**config.mk**
```make
export PLATFORM = sky130hd
export DESIGN_NAME = uart_mult_byte_tx
export DESIGN_NICKNAME = d
export VERILOG_FILES = /design/src/rtl/uart_mult_byte_tx.sv
export SDC_FILE = /design/constraint.sdc
export NUM_CORES = 1
export LEC_CHECK = 0
export BUFFER_PORTS_ARGS = -buffer_cell sky130_fd_sc_hd__buf_2
export CAP_MARGIN = 10
export CORE_MARGIN = 2
export CORE_UTILIZATION = 43
export DETAILED_ROUTE_END_ITERATION = 6
export HOLD_SLACK_MARGIN = 0.08
export SYNTH_ARGS = -nofsm -noshare
export SYNTH_HDL_FRONTEND = slang
export SYNTH_SLANG_ARGS = --single-unit
```
**constraint.sdc**
```tcl
create_clock -name sys_clk -period 6.29 [get_ports sys_clk]
set_clock_uncertainty 0.15 [all_clocks]
set_input_delay 0.9435 -clock sys_clk [delete_from_list [all_inputs] [get_ports sys_clk]]
set_output_delay 0.9435 -clock sys_clk [all_outputs]
set_load 0.005 [all_outputs]
```
**src/rtl/uart_mult_byte_tx.sv**
```systemverilog
// Multi-byte UART frame transmitter: 55 AA <payload bytes> <checksum>, 8N1, LSB first.
// Ports: sys_clk, sys_rst_n (sync, active-low), send_start, tx_payload -> uart_txd, tx_busy, tx_done.
module uart_mult_byte_tx #(
   parameter int CLK_FREQ  = 50_000_000,
   parameter int UART_BPS  = 115200,
   parameter int NUM_BYTES = 12
) (
   input  logic                   sys_clk,
   input  logic                   sys_rst_n,
   input  logic                   send_start,
   input  logic [8*NUM_BYTES-1:0] tx_payload,
   output logic                   uart_txd,
   output logic                   tx_busy,
   output logic                   tx_done
);

   localparam int BPS_CNT   = CLK_FREQ / UART_BPS;
   localparam int CNT_W     = (BPS_CNT > 1) ? $clog2(BPS_CNT) : 1;
   localparam int LAST_BYTE = NUM_BYTES + 2;
   localparam int BYTE_W    = $clog2(NUM_BYTES + 3);

   typedef enum logic [1:0] {
      IDLE,
      START_BIT,
      DATA_BITS,
      STOP_BIT
   } state_t;

   state_t                 r_state;
   logic [CNT_W-1:0]       r_baud_cnt;
   logic [2:0]             r_bit_idx;
   logic [BYTE_W-1:0]      r_byte_idx;
   logic [8*NUM_BYTES-1:0] r_payload;

   logic       w_baud_end;
   logic [7:0] w_checksum;
   logic [7:0] w_byte;

   assign w_baud_end = (r_baud_cnt == CNT_W'(BPS_CNT - 1));

   // Derived from the latched payload, so it is stable for the whole frame.
   always_comb begin
      w_checksum = 8'h00;
      for (int k = 0; k < NUM_BYTES; k++) begin
         w_checksum = w_checksum + r_payload[8*k +: 8];
      end
   end

   // Byte currently on the line; the last index falls through to the checksum.
   always_comb begin
      w_byte = w_checksum;
      if (r_byte_idx == BYTE_W'(0)) begin
         w_byte = 8'h55;
      end else if (r_byte_idx == BYTE_W'(1)) begin
         w_byte = 8'hAA;
      end else begin
         for (int k = 0; k < NUM_BYTES; k++) begin
            if (r_byte_idx == BYTE_W'(k + 2)) begin
               w_byte = r_payload[8*k +: 8];
            end
         end
      end
   end

   always_ff @(posedge sys_clk) begin
      if (!sys_rst_n) begin
         r_state    <= IDLE;
         r_baud_cnt <= '0;
         r_bit_idx  <= '0;
         r_byte_idx <= '0;
         uart_txd   <= 1'b1;
         tx_busy    <= 1'b0;
         tx_done    <= 1'b0;
      end else begin
         tx_done <= 1'b0;
         unique case (r_state)
            IDLE: begin
               r_baud_cnt <= '0;
               r_bit_idx  <= '0;
               r_byte_idx <= '0;
               uart_txd   <= 1'b1;
               if (send_start) begin
                  r_payload <= tx_payload;
                  uart_txd  <= 1'b0;
                  tx_busy   <= 1'b1;
                  r_state   <= START_BIT;
               end
            end
            START_BIT: begin
               if (w_baud_end) begin
                  r_baud_cnt <= '0;
                  r_bit_idx  <= '0;
                  uart_txd   <= w_byte[0];
                  r_state    <= DATA_BITS;
               end else begin
                  r_baud_cnt <= r_baud_cnt + CNT_W'(1);
               end
            end
            DATA_BITS: begin
               if (w_baud_end) begin
                  r_baud_cnt <= '0;
                  if (r_bit_idx == 3'd7) begin
                     uart_txd <= 1'b1;
                     r_state  <= STOP_BIT;
                  end else begin
                     r_bit_idx <= r_bit_idx + 3'd1;
                     uart_txd  <= w_byte[r_bit_idx + 3'd1];
                  end
               end else begin
                  r_baud_cnt <= r_baud_cnt + CNT_W'(1);
               end
            end
            STOP_BIT: begin
               if (w_baud_end) begin
                  r_baud_cnt <= '0;
                  if (r_byte_idx == BYTE_W'(LAST_BYTE)) begin
                     r_byte_idx <= '0;
                     tx_busy    <= 1'b0;
                     tx_done    <= 1'b1;
                     r_state    <= IDLE;
                  end else begin
                     // Next start bit follows the stop bit with no idle gap.
                     r_byte_idx <= r_byte_idx + BYTE_W'(1);
                     uart_txd   <= 1'b0;
                     r_state    <= START_BIT;
                  end
               end else begin
                  r_baud_cnt <= r_baud_cnt + CNT_W'(1);
               end
            end
            default: r_state <= IDLE;
         endcase
      end
   end

endmodule

```
### Word level (Yosys, flattened, before mapping)

Cells that the tools add are included.

| word-level totals | value |
|---|---|
| register bits | 117 |
| bits of input ports | 99 |
| word-level logic and storage cells | 106 |

| operators by class | value |
|---|---|
| $add $sub $neg | 14 |
| magnitude comparators | 1 |
| equality and inequality tests | 27 |
| multiplexer cells | 44 |
| reductions and logical operators | 12 |

Operators with widths:

| operator | count |
|---|---|
| 8-bit 2-to-1 mux | 14 |
| 8-bit adder | 11 |
| 4-bit == test (second input constant) | 7 |
| 9-bit case mux with 2 select lines | 1 |
| 4-bit by 3-bit == test with 1-bit output (second input constant) | 4 |
| 2-bit inequality test (second input constant) | 8 |
| 1-bit 2-to-1 mux | 12 |
| 4-bit AND reduction | 3 |
| 2-bit 2-to-1 mux | 5 |
| 9-bit by 1-bit adder with 9-bit output (second input constant) | 1 |
| 9-bit == test (second input constant) | 1 |
| 3-bit 2-to-1 mux | 3 |
| 9-bit 2-to-1 mux | 1 |
| 3-bit case mux with 3 select lines | 1 |
| 4-bit by 2-bit == test with 1-bit output (second input constant) | 2 |
| 4-bit 2-to-1 mux | 2 |
| 2-bit case mux with 4 select lines | 1 |
| 4-bit case mux with 2 select lines | 1 |
| 3-bit AND reduction | 2 |
| 5-bit AND reduction | 1 |
| 4-bit by 1-bit adder with 4-bit output (second input constant) | 1 |
| 2-bit == test (second input constant) | 2 |
| 4-bit by 1-bit == test with 1-bit output (second input constant) | 1 |
| 4-bit zero test | 1 |
| 12 further kinds | 12 |

### Logic depth before layout (Yosys ltp)

Gate-level depths: netlist (run 1).

| depth | value |
|---|---|
| depth after elaboration | 30 |
| gate-level depth with buffers | 22 |
| gate-level depth less buffers | 22 |

### Least setup slack after synthesis (run 1)

No wires, ideal clock.

| timing path | value |
|---|---|
| path type | register to register |
| start | reg r_payload[2] |
| end | reg uart_txd |
| arrival | 4.860 ns |
| setup slack | 1.149 ns |
| cell stages (with the launch flop) | 21 |
| path buffers | 0 |
| period minus slack after synthesis | 5.141 ns |
| cells stage by stage | edfxtp_1 -> inv_1 -> fa_1 -> inv_1 -> fa_1 -> fa_1 -> fa_1 -> inv_1 -> fa_1 -> inv_1 -> ha_1 -> inv_1 -> fa_1 -> xor2_1 -> a31oi_1 -> nor3_1 -> o221ai_1 -> a221oi_1 -> o21ai_0 -> nor4b_1 -> nor4_2 |

| between the ends | value |
|---|---|
| cells in the longest elaborated chain, start to end | 30 |

RTL lines:

| element | line | source |
|---|---|---|
| start: declaration | 33 | `logic [8*NUM_BYTES-1:0] r_payload;` |
| start signal: assignment | 83 | `r_payload <= tx_payload;` |
| 8-bit adder (11 in a row) | 45 | `w_checksum = w_checksum + r_payload[8*k +: 8];` |
| 8-bit 2-to-1 mux (*) (12 in a row) | 58 | `if (r_byte_idx == BYTE_W'(k + 2)) begin` |
| 8-bit 2-to-1 mux (*) | 54 | `end else if (r_byte_idx == BYTE_W'(1)) begin` |
| 8-bit 2-to-1 mux (*) | 52 | `if (r_byte_idx == BYTE_W'(0)) begin` |
| 1-bit binary-select mux with 3-bit select (*) | 107 | `uart_txd <= w_byte[r_bit_idx + 3'd1];` |
| 1-bit 2-to-1 mux (implied by the code) (*) | 107 |  |
| 1-bit 2-to-1 mux (*) | 102 | `if (r_bit_idx == 3'd7) begin` |
| 1-bit 2-to-1 mux (*) | 100 | `if (w_baud_end) begin` |
| 1-bit case mux with 4 select lines (*) | 76 | `unique case (r_state)` |
| end signal: assignment | 93 | `uart_txd <= w_byte[0];` |
| end signal: assignment | 107 |  |
| end: declaration | 12 | `output logic uart_txd,` |

Every way passes the cells marked *; elsewhere a longest branch is shown, timed or not. The select of a mux whose other input is x is not followed.
A chain may end at the register's enable or synchronous reset.

### Final worst setup path (run 1)

Ends and elaborated chain as after synthesis.

==> results of run 1 <==
-- power by group --
group / internal [uW] / switching [uW] / leakage, uW
logic: 1730 / 1810 / 0.00210
clock network: 733 / 342 / 0.000309
registers: 966 / 87.1 / 0.00106
total: 3430 / 2240 / 0.00347
-- layout make-up --
| cell class | instances | area share |
|---|---|---|
| sequential | 117 | 0.375 |
| tap | 225 | 0.0319 |
| multi-input combinational | 407 | 0.418 |
| clock inverter | 12 | 0.0237 |
| timing repair buffer | 108 | 0.0633 |
| inverter | 91 | 0.0389 |
| clock buffer | 19 | 0.0491 |
-- per-stage QoR --
step / cell area, um2 / power [uW] / utilization / cells / setup slack [ps]
floorplan: 7510 / 3820 / - / 644 / 1150
detailed placement: 8170 / 4540 / 0.476 / 948 / 781
global route: 8820 / 6240 / 0.513 / 979 / 389
global placement: 8170 / 4450 / 0.476 / 948 / 860
CTS: 8820 / 5670 / 0.513 / 979 / 703
finish: 8820 / 5670 / 0.513 / 979 / 657
-- sequential cells by signal, summed over array words and instances, names as in the netlist --
register and cells:
r_byte_idx 4, tx_busy 1, r_payload 96, uart_txd 1
r_bit_idx 3, r_state 2, r_baud_cnt 9, tx_done 1
-- Yosys cell counts, drive strengths merged, types with 12 or more instances --
| library cell | count |
|---|---|
| nand2 | 25 |
| nor3 | 12 |
| nor2 | 37 |
| ha | 19 |
| fa | 63 |
| xnor2 | 22 |
| o21ai | 26 |
| dfxtp | 21 |
| mux2i | 13 |
| inv | 91 |
| a21oi | 38 |
| buf | 21 |
| edfxtp | 96 |
-- worst reg2reg max path: stages (launching register included) --
cell and delay (ps):
sky130_fd_sc_hd__edfxtp_1 370, sky130_fd_sc_hd__inv_1 70, sky130_fd_sc_hd__fa_1 530, sky130_fd_sc_hd__inv_1 60, sky130_fd_sc_hd__fa_1 520, sky130_fd_sc_hd__fa_1 520, sky130_fd_sc_hd__fa_1 540, sky130_fd_sc_hd__inv_1 50
sky130_fd_sc_hd__fa_1 470, sky130_fd_sc_hd__inv_1 90, sky130_fd_sc_hd__ha_1 200, sky130_fd_sc_hd__inv_1 70, sky130_fd_sc_hd__fa_1 410, sky130_fd_sc_hd__xor2_1 170, sky130_fd_sc_hd__a31oi_1 70, sky130_fd_sc_hd__nor3_1 200
sky130_fd_sc_hd__o221ai_1 130, sky130_fd_sc_hd__a221oi_1 260, sky130_fd_sc_hd__o21ai_0 120, sky130_fd_sc_hd__nor4b_1 430, sky130_fd_sc_hd__nor4_2 100
-- cell families (layout without fill, tap and decap cells) --
kind of cell | Yosys count | after routing | synth area share
compound gates | 143 | 143 | 0.133
flops | 117 | 117 | 0.440
mux | 18 | 18 | 0.0263
buf+inv | 120 | 230 | 0.0691
simple gates | 134 | 134 | 0.0953
xor+xnor | 30 | 30 | 0.0368
fa+ha+maj | 82 | 82 | 0.200
-- placed cells by master (no fill, tap or decap), types with 4 or more instances in the layout --
cell,netlist,layout
sky130_fd_sc_hd__buf_2,9,101
sky130_fd_sc_hd__edfxtp_1,96,96
sky130_fd_sc_hd__inv_1,89,88
sky130_fd_sc_hd__fa_1,63,63
sky130_fd_sc_hd__a21oi_1,37,37
sky130_fd_sc_hd__nor2_1,36,36
sky130_fd_sc_hd__o21ai_0,24,24
sky130_fd_sc_hd__nand2_1,24,24
sky130_fd_sc_hd__xnor2_1,22,22
sky130_fd_sc_hd__dfxtp_1,21,20
sky130_fd_sc_hd__ha_1,19,19
sky130_fd_sc_hd__clkbuf_16,0,17
sky130_fd_sc_hd__mux2i_1,13,13
sky130_fd_sc_hd__nor3_1,12,12
sky130_fd_sc_hd__nand3_1,10,10
sky130_fd_sc_hd__nand2b_1,9,9
sky130_fd_sc_hd__nor2b_1,8,8
sky130_fd_sc_hd__o22ai_1,8,8
sky130_fd_sc_hd__xor2_1,7,7
sky130_fd_sc_hd__o221ai_1,7,7
sky130_fd_sc_hd__buf_4,7,7
sky130_fd_sc_hd__a221oi_1,6,6
sky130_fd_sc_hd__bufinv_16,0,6
sky130_fd_sc_hd__a22oi_1,5,5
sky130_fd_sc_hd__nor3b_1,4,4
sky130_fd_sc_hd__mux2_2,4,4
sky130_fd_sc_hd__a31oi_1,4,4
sky130_fd_sc_hd__o211ai_1,4,4
sky130_fd_sc_hd__a211oi_1,4,4
-- metal layers --
layer / part of all wire / wire length, um / global-route usage / up-vias
met5: 0 / 0 / 0 / -
met4: 0.030 / 590 / 0.101 / 0
met3: 0.060 / 1170 / 0.0459 / 47
met2: 0.49 / 9520 / 0.370 / 193
met1: 0.42 / 8170 / 0.298 / 2666
li1: - / - / - / 2477
-- worst max path at each step --
stage	to	slack [ps]	depth (start not counted)
after global placement	uart_txd$_SDFFE_PN1P_	860	20
final	uart_txd$_SDFFE_PN1P_	660	20
after global routing	uart_txd$_SDFFE_PN1P_	390	20
after floorplan	uart_txd$_SDFFE_PN1P_	1150	20
after detailed placement	uart_txd$_SDFFE_PN1P_	780	20
after CTS	uart_txd$_SDFFE_PN1P_	700	20
==> impl_results.md, run 1 <==
- Post-route DRC violation count: 0
- Hold Crit Depth: 1
- Async SR Flop Fraction: 0
- Final count of pins violating max slew: 0
- Via count of the first global-routing pass: 5773
- Buffer depth of the longest clock path: 2
- Router iterations before antenna repair: 6
- Transition time of the tightest slew-check pin: 1030 ps
- Critical path class: flop to flop
- Placed wire-length estimate after detailed placement: 14.3 mm
- Buf/Inv on CP: 5
- Area used by sequential logic in the layout: 3300 um2
- Share of final-layout standard cells stronger than drive strength 1: 0.204
- Area of the die: 18500 um2
- Maximum achievable frequency: 178 MHz
- Routed via count: 5383
- Critical path capture point type: flop
- Unrepaired setup endpoints after global routing: no
- Fillers: 1577
- Number of hold violations in the final report: 0
- Gate Count Post-Synth: 644
- Launching element type of the critical path: flop
- Crit-path max cell delay: 540 ps
- Buffers inserted by post-CTS timing repair: 0
- Top cells by area, synth: sky130_fd_sc_hd__edfxtp_1 (38%), sky130_fd_sc_hd__fa_1 (17%), sky130_fd_sc_hd__dfxtp_1 (5.6%)
- # setup viols final: 0
- Fraction of the yosys area taken by sequential cells: 0.440
- Worst hold slack: 338 ps
- Power density over the cells: 644 nW/um2
- Clock period minus final worst setup slack: 5630 ps
- Initial DRC Count: 452
- Syn nets: 825
- Y dimension of the die: 136 um
- IO buf count: 101
- Antenna Diode Count: 0
- Largest fanout on the critical path: 2
- Die W: 136 um
- Weighted congestion reported at the end of routability-driven placement: 0.940
- Yosys warning count: 0
- Slew Limit Headroom: 0.309
- EDFF count, synth: 96
- Most Frequent Cell on Critical Path: sky130_fd_sc_hd__fa_1
- Layout area overhead: 17.4%
- Cell area after synthesis: 7510 um2
- Flip-flop and latch count after synthesis: 117
- Worst min-delay path category: flop to flop
- Internal reg-to-reg setup slack: 660 ps
- Syn avg cell area: 11.7 um2
- Pleak: 0.00347 uW
- Count of cells along the worst register-to-register path: 20
- Total clock sinks: 117
- Synth top area share: 0.384
- Series of cell instances along the critical path: inv_1 > fa_1 > inv_1 > fa_1 > fa_1 > fa_1 > inv_1 > fa_1 > inv_1 > ha_1 > inv_1 > fa_1 > xor2_1 > a31oi_1 > nor3_1 > o221ai_1 > a221oi_1 > o21ai_0 > nor4b_1 > nor4_2
- CTS clock-pin slew for the worst setup and hold paths: 50 ps
- Core Area: 17200 um2
- Cell type contributing the most total cell area after synthesis: sky130_fd_sc_hd__edfxtp_1
- First-pass GRT wire length: 31.3 mm
- Distinct cells, synth: 83
- CTS tree: done
- Critical Path Slowest Stage Cell: sky130_fd_sc_hd__fa_1
- Clock latency on the worst-skew pair: 430 ps
- Summed negative setup slack over all endpoints: 0 ps
- Average detailed-routed wire length per instance: 19.9 um
- Total gr overflow: 0
- Run status: completed
- I/O pins: 102
- Initial Util: 0.437
- Largest net degree at the start of global routing: 50
- Critical path origin: r_payload[2]$_DFFE_PP_
- Arrival time at the worst endpoint: 5780 ps
- Number of antenna violations at the first check in global routing: 0
- Hold Path End: r_baud_cnt[0]$_SDFF_PP0_
- Post-Route WL: 19.5 mm
- Clock root buffer: sky130_fd_sc_hd__clkbuf_16
- Number of hold buffers added after cts: 0
- H-Tree Level Count: 4
- Global Route Usage Sum: 0.229
- Cts bufs inserted: 17
- Number of nets still failing antenna checks after routing: 0
- Number of gates given a new drive strength after cts: 0
- Worst VDD drop: 0.000729 V
- Area of combinational cells with multiple inputs: 3690 um2
- Launch point of the worst hold path: r_baud_cnt[0]$_SDFF_PP0_
- WP data required: 6430 ps
- Crit Reg-Reg Startpoint: r_payload[2]$_DFFE_PP_
- Reg2Reg Capture Point: uart_txd$_SDFFE_PN1P_
- Standard-cell rows: 48
- Period utilisation layout: 0.896
- Max-cap check violation count: 0
- Average via count per standard cell: 5.50
- Cell family with the largest share of critical-path delay: adder cells
- Primary FF master, synth: sky130_fd_sc_hd__edfxtp_1
- Final net count: 923
Note: power is estimated with default switching activity, not from simulation.
==> run 2, diff against run 1 <==
--- a/config.mk
+++ b/config.mk
@@ -7,7 +7,6 @@
 export LEC_CHECK = 0
 export BUFFER_PORTS_ARGS = -buffer_cell sky130_fd_sc_hd__buf_2
 export CAP_MARGIN = 10
-export CORE_MARGIN = 2
 export CORE_UTILIZATION = 43
 export DETAILED_ROUTE_END_ITERATION = 6
 export HOLD_SLACK_MARGIN = 0.08
==> constraint.sdc (replaced) <==
create_clock -name sys_clk -period 6.29 [get_ports sys_clk]
set_clock_uncertainty 0.15 [all_clocks]
set_input_delay 0.629 -clock sys_clk [delete_from_list [all_inputs] [get_ports sys_clk]]
set_output_delay 0.629 -clock sys_clk [all_outputs]
set_load 0.005 [all_outputs]
==> impl_results.md, run 2 (same netlist as run 1, synthesis figures left out) <==
- Largest fanout on the critical path: 2
- Average detailed-routed wire length per instance: 19.9 um
- Part of the power in registers: 0.190
- Standard-cell rows: 47
- Router iterations before antenna repair: 5
- Number of nets still failing antenna checks after routing: 0
- Max reg flops: 96
- Cts bufs inserted: 17
- Share of final-layout standard cells stronger than drive strength 1: 0.204
- Average via count per standard cell: 5.48
- IO buf count: 101
- Placed wire-length estimate after detailed placement: 14.4 mm
- H-Tree Level Count: 4
- Number of gates given a new drive strength after cts: 0
- Maximum achievable frequency: 181 MHz
- Number of antenna violations at the first check in global routing: 0
- Clock period minus final worst setup slack: 5530 ps
- Number of hold buffers added after cts: 0
- Largest register by flop count: r_payload
- Layout area overhead: 16.7%
- Run status: completed
- Final count of pins violating max slew: 0
- Unrepaired setup endpoints after global routing: no
- I/O pins: 102
- Routed via count: 5344
- Initial Util: 0.447
- Most frequent cells in the layout: sky130_fd_sc_hd__buf_2 (101), sky130_fd_sc_hd__edfxtp_1 (96), sky130_fd_sc_hd__inv_1 (88)
- WP data required: 6430 ps
- Largest net degree at the start of global routing: 50
- Buffers inserted by post-CTS timing repair: 0
- Worst hold slack: 228 ps
- Weighted congestion reported at the end of routability-driven placement: 0.875
- Most common cell after layout, fill and taps aside: sky130_fd_sc_hd__buf_2
- Worst VDD drop: 0.000505 V
- Total gr overflow: 0
- Part of the power in combinational logic: 0.631
- Leading registers by flop count: r_payload x96, r_baud_cnt x9, r_byte_idx x4
- Clock latency on the worst-skew pair: 420 ps
- Via count of the first global-routing pass: 5651
- Total clock sinks: 117
- Post-route DRC violation count: 0
- # setup viols final: 0
- Max-cap check violation count: 0
- Area of the die: 18000 um2
- Hold Crit Depth: 1
- Switching power share of the total: 0.398
- CTS clock-pin slew for the worst setup and hold paths: 60 ps
- Part of the power in the clock network: 0.179
- Die W: 134 um
- Number of hold violations in the final report: 0
- Slew Limit Headroom: 0.316
- Internal portion of total power: 3340 uW
- Clock root buffer: sky130_fd_sc_hd__clkbuf_16
- Critical path class: flop to flop
- Launching element type of the critical path: flop
- Global Route Usage Sum: 0.236
- Transition time of the tightest slew-check pin: 1020 ps
- CTS tree: done
- Final net count: 923
- Period utilisation layout: 0.880
- Antenna Diode Count: 0
- Buffer depth of the longest clock path: 2
- Power density over the cells: 633 nW/um2
- Fillers: 1495
- Initial DRC Count: 367
- Post-Route WL: 19.4 mm
- Y dimension of the die: 134 um
- Critical path capture point type: flop
- Summed negative setup slack over all endpoints: 0 ps
- Worst min-delay path category: input port to flop
- Pleak: 0.00344 uW
- Count of cells along the worst register-to-register path: 20
- Power dissipated by switching net loads: 2210 uW
- Core Area: 16800 um2
- First-pass GRT wire length: 31.3 mm
- Arrival time at the worst endpoint: 5680 ps
==> run 2: cell count changes in the layout (fill, tap and decap cells not counted), sizes merged <==
cell	before	now
bufinv	6	4
clkbuf	19	21
clkinvlp	1	2
==> run 2: power groups by stage <==
stage                     logic, uW  clock network [uW]  registers [uW]
after floorplan                2780                   0            1040
after global placement         3450                   0            1060
after detailed placement       3480                   0            1070
after CTS                      3510                1010            1050
after global routing           4010                1040            1070
final                          3500                 994            1050
==> run 2: final cells by class <==
| cell class | instances | area [um2] | area share |
|---|---|---|---|
| clock buffers | 21 | 440 | 0.0502 |
| clock inverters | 11 | 158 | 0.0180 |
| inverters | 91 | 343 | 0.0391 |
| multi-input cells | 407 | 3690 | 0.421 |
| flip-flops and latches | 117 | 3300 | 0.377 |
| well taps | 220 | 275 | 0.0314 |
| repair buffers | 108 | 558 | 0.0637 |
==> run 2: stage by stage <==
step / total power, uW / util / cell area, um2 / instances / setup WS, ps
finish: 5550 / 0.521 / 8770 / 975 / 757
global placement: 4510 / 0.486 / 8170 / 943 / 836
detailed placement: 4550 / 0.486 / 8170 / 943 / 754
CTS: 5570 / 0.521 / 8770 / 975 / 739
floorplan: 3820 / - / 7510 / 644 / 1150
global route: 6110 / 0.521 / 8770 / 975 / 453
==> run 2: final timing paths <==
check        slack [ps]                       end                startpoint
max                 760     uart_txd$_SDFFE_PN1P_    r_payload[2]$_DFFE_PP_
min                 230   r_payload[84]$_DFFE_PP_            tx_payload[84]
max reg2reg         760     uart_txd$_SDFFE_PN1P_    r_payload[2]$_DFFE_PP_
min reg2reg         350  r_baud_cnt[0]$_SDFF_PP0_  r_baud_cnt[0]$_SDFF_PP0_
==> run 2: worst max-delay path, stage by stage (launching register included) <==
cell and delay, ps:
sky130_fd_sc_hd__edfxtp_1 350, sky130_fd_sc_hd__inv_1 60, sky130_fd_sc_hd__fa_1 520, sky130_fd_sc_hd__inv_1 50
sky130_fd_sc_hd__fa_1 510, sky130_fd_sc_hd__fa_1 530, sky130_fd_sc_hd__fa_1 550, sky130_fd_sc_hd__inv_1 60
sky130_fd_sc_hd__fa_1 460, sky130_fd_sc_hd__inv_1 60, sky130_fd_sc_hd__ha_1 170, sky130_fd_sc_hd__inv_1 60
sky130_fd_sc_hd__fa_1 400, sky130_fd_sc_hd__xor2_1 180, sky130_fd_sc_hd__a31oi_1 70, sky130_fd_sc_hd__nor3_1 210
sky130_fd_sc_hd__o221ai_1 130, sky130_fd_sc_hd__a221oi_1 260, sky130_fd_sc_hd__o21ai_0 120, sky130_fd_sc_hd__nor4b_1 390
sky130_fd_sc_hd__nor4_2 90
==> run 2: layer usage <==
metal,wire length [um],GRT usage,vias up
met5,0,0,-
met4,386,0.0743,0
met3,1060,0.0552,25
met2,9620,0.391,171
met1,8370,0.306,2666
li1,-,-,2482
==> run 3, diff against run 2 <==
--- a/config.mk
+++ b/config.mk
@@ -8,6 +8,7 @@
 export BUFFER_PORTS_ARGS = -buffer_cell sky130_fd_sc_hd__buf_2
 export CAP_MARGIN = 10
 export CORE_UTILIZATION = 43
+export CTS_BUF_LIST = sky130_fd_sc_hd__clkbuf_8
 export DETAILED_ROUTE_END_ITERATION = 6
 export HOLD_SLACK_MARGIN = 0.08
 export SYNTH_ARGS = -nofsm -noshare
==> impl_results.md, run 3 (same netlist as run 1, synthesis figures left out) <==
- Cts bufs inserted: 17
- Power dissipated by switching net loads: 2170 uW
- Total gr overflow: 0
- Part of the power in registers: 0.199
- Most frequent cells in the layout: sky130_fd_sc_hd__buf_2 (101), sky130_fd_sc_hd__edfxtp_1 (96), sky130_fd_sc_hd__inv_1 (92)
- I/O pins: 102
- Internal portion of total power: 3100 uW
- Period utilisation layout: 0.880
- Buffers inserted by post-CTS timing repair: 0
- Routed via count: 5293
- Via count of the first global-routing pass: 5661
- Launch point of the worst hold path: tx_payload[84]
- Run status: completed
- Power density over the cells: 615 nW/um2
- Clock latency on the worst-skew pair: 450 ps
- Share of final-layout standard cells stronger than drive strength 1: 0.204
- Initial DRC Count: 297
- Max reg flops: 96
- Summed negative setup slack over all endpoints: 0 ps
- Router iterations before antenna repair: 5
- Buffer depth of the longest clock path: 2
- Standard-cell rows: 47
- Depth of the critical timing path with buffers and inverters included: 20
- First-pass GRT wire length: 30.9 mm
- Pleak: 0.00337 uW
- Arrival time at the worst endpoint: 5720 ps
- Largest net degree at the start of global routing: 50
- Crit-path max cell delay: 550 ps
- Total clock sinks: 117
- Number of hold buffers added after cts: 0
- Transition time of the tightest slew-check pin: 1040 ps
- Most Frequent Cell on Critical Path: sky130_fd_sc_hd__fa_1
- Critical path capture point type: flop
- Largest fanout on the critical path: 2
- Hold Crit Depth: 1
- Antenna Diode Count: 0
- Core utilization of the finished layout: 0.510
- Cell family with the largest share of critical-path delay: adder cells
- Part of the power in combinational logic: 0.664
- Count of cells along the worst register-to-register path: 20
- Max-cap check violation count: 0
- WP data required: 6470 ps
- Switching power share of the total: 0.412
- H-Tree Level Count: 4
- CTS clock-pin slew for the worst setup and hold paths: 80 ps
- # setup viols final: 0
- Area of the die: 18000 um2
- GR met2 Demand/Resource: 0.380
- Post-Route WL: 19.1 mm
- Worst min-delay path category: input port to flop
- Average detailed-routed wire length per instance: 19.6 um
- Die W: 134 um
- Total power draw: 5270 uW
- Most common cell after layout, fill and taps aside: sky130_fd_sc_hd__buf_2
- Part of the power in the clock network: 0.137
- Number of nets still failing antenna checks after routing: 0
- Leading registers by flop count: r_payload x96, r_baud_cnt x9, r_byte_idx x4
- Largest register by flop count: r_payload
- Final net count: 923
- Post-route DRC violation count: 0
- Layout area overhead: 14.2%
- Number of gates given a new drive strength after cts: 0
- Clock root buffer: sky130_fd_sc_hd__clkbuf_8
- Core Area: 16800 um2
- Met1 usage in global routing: 0.306
- Critical path origin: r_payload[2]$_DFFE_PP_
- Unrepaired setup endpoints after global routing: no
- Worst VDD drop: 0.000498 V
- Series of cell instances along the critical path: inv_1 > fa_1 > inv_1 > fa_1 > fa_1 > fa_1 > inv_1 > fa_1 > inv_1 > ha_1 > inv_1 > fa_1 > xor2_1 > a31oi_1 > nor3_1 > o221ai_1 > a221oi_1 > o21ai_0 > nor4b_1 > nor4_2
- Weighted congestion reported at the end of routability-driven placement: 0.875
- Final count of pins violating max slew: 0
- Placed wire-length estimate after detailed placement: 14.4 mm
- Global route hottest layer: met2
- Average via count per standard cell: 5.43
- Critical path class: flop to flop
- Clock period minus final worst setup slack: 5540 ps
- Y dimension of the die: 134 um
- Slew Limit Headroom: 0.305
- IO buf count: 101
- Number of hold violations in the final report: 0
- Global-route track usage on met3: 0.0533
- Global Route Usage Sum: 0.232
- Launching element type of the critical path: flop
- Number of antenna violations at the first check in global routing: 0
- Initial Util: 0.447
- Crit Reg-Reg Startpoint: r_payload[2]$_DFFE_PP_
- CTS tree: done
- Maximum achievable frequency: 181 MHz
- Critical Path Slowest Stage Cell: sky130_fd_sc_hd__fa_1
- Buf/Inv on CP: 5
## run 3: cell count changes in the layout (fill, tap and decap cells not counted), sizes merged
cell / change
clkbuf: -4
inv: +4
## run 3: cell type report
cell class	count	area, um2
multi-input combinational	407	3690
fill	1515	8240
clock inverter	15	173
sequential	117	3300
clock buffer	17	234
timing repair buffer	108	558
inverter	91	343
tap	220	275
## run 3: routing by layer
layer  part of all wire  vias to the layer above
met5                  0                        -
met4              0.020                        0
met3              0.057                       28
met2               0.48                      185
met1               0.44                     2602
li1                   -                     2478
## run 3: through the flow
stage	worst slack, ps	cells	instance area, um2	hold WS, ps
after floorplan	1150	644	7510	291
after CTS	733	975	8570	171
after global routing	462	975	8570	172
final	754	975	8570	193
after detailed placement	754	943	8170	334
after global placement	836	943	8170	306
## run 3: path summary, 6_finish.rpt
kind | end | slack, ps
min reg2reg | r_baud_cnt[0]$_SDFF_PP0_ | 350
max | uart_txd$_SDFFE_PN1P_ | 750
min | r_payload[84]$_DFFE_PP_ | 190
max reg2reg | uart_txd$_SDFFE_PN1P_ | 750
## run 3: power groups by stage
| stage | registers, uW | logic, uW | clock network (uW) |
|---|---|---|---|
| floorplan | 1040 | 2780 | 0 |
| global placement | 1060 | 3450 | 0 |
| detailed placement | 1070 | 3480 | 0 |
| CTS | 1050 | 3510 | 741 |
| global route | 1060 | 4000 | 768 |
| finish | 1050 | 3500 | 722 |
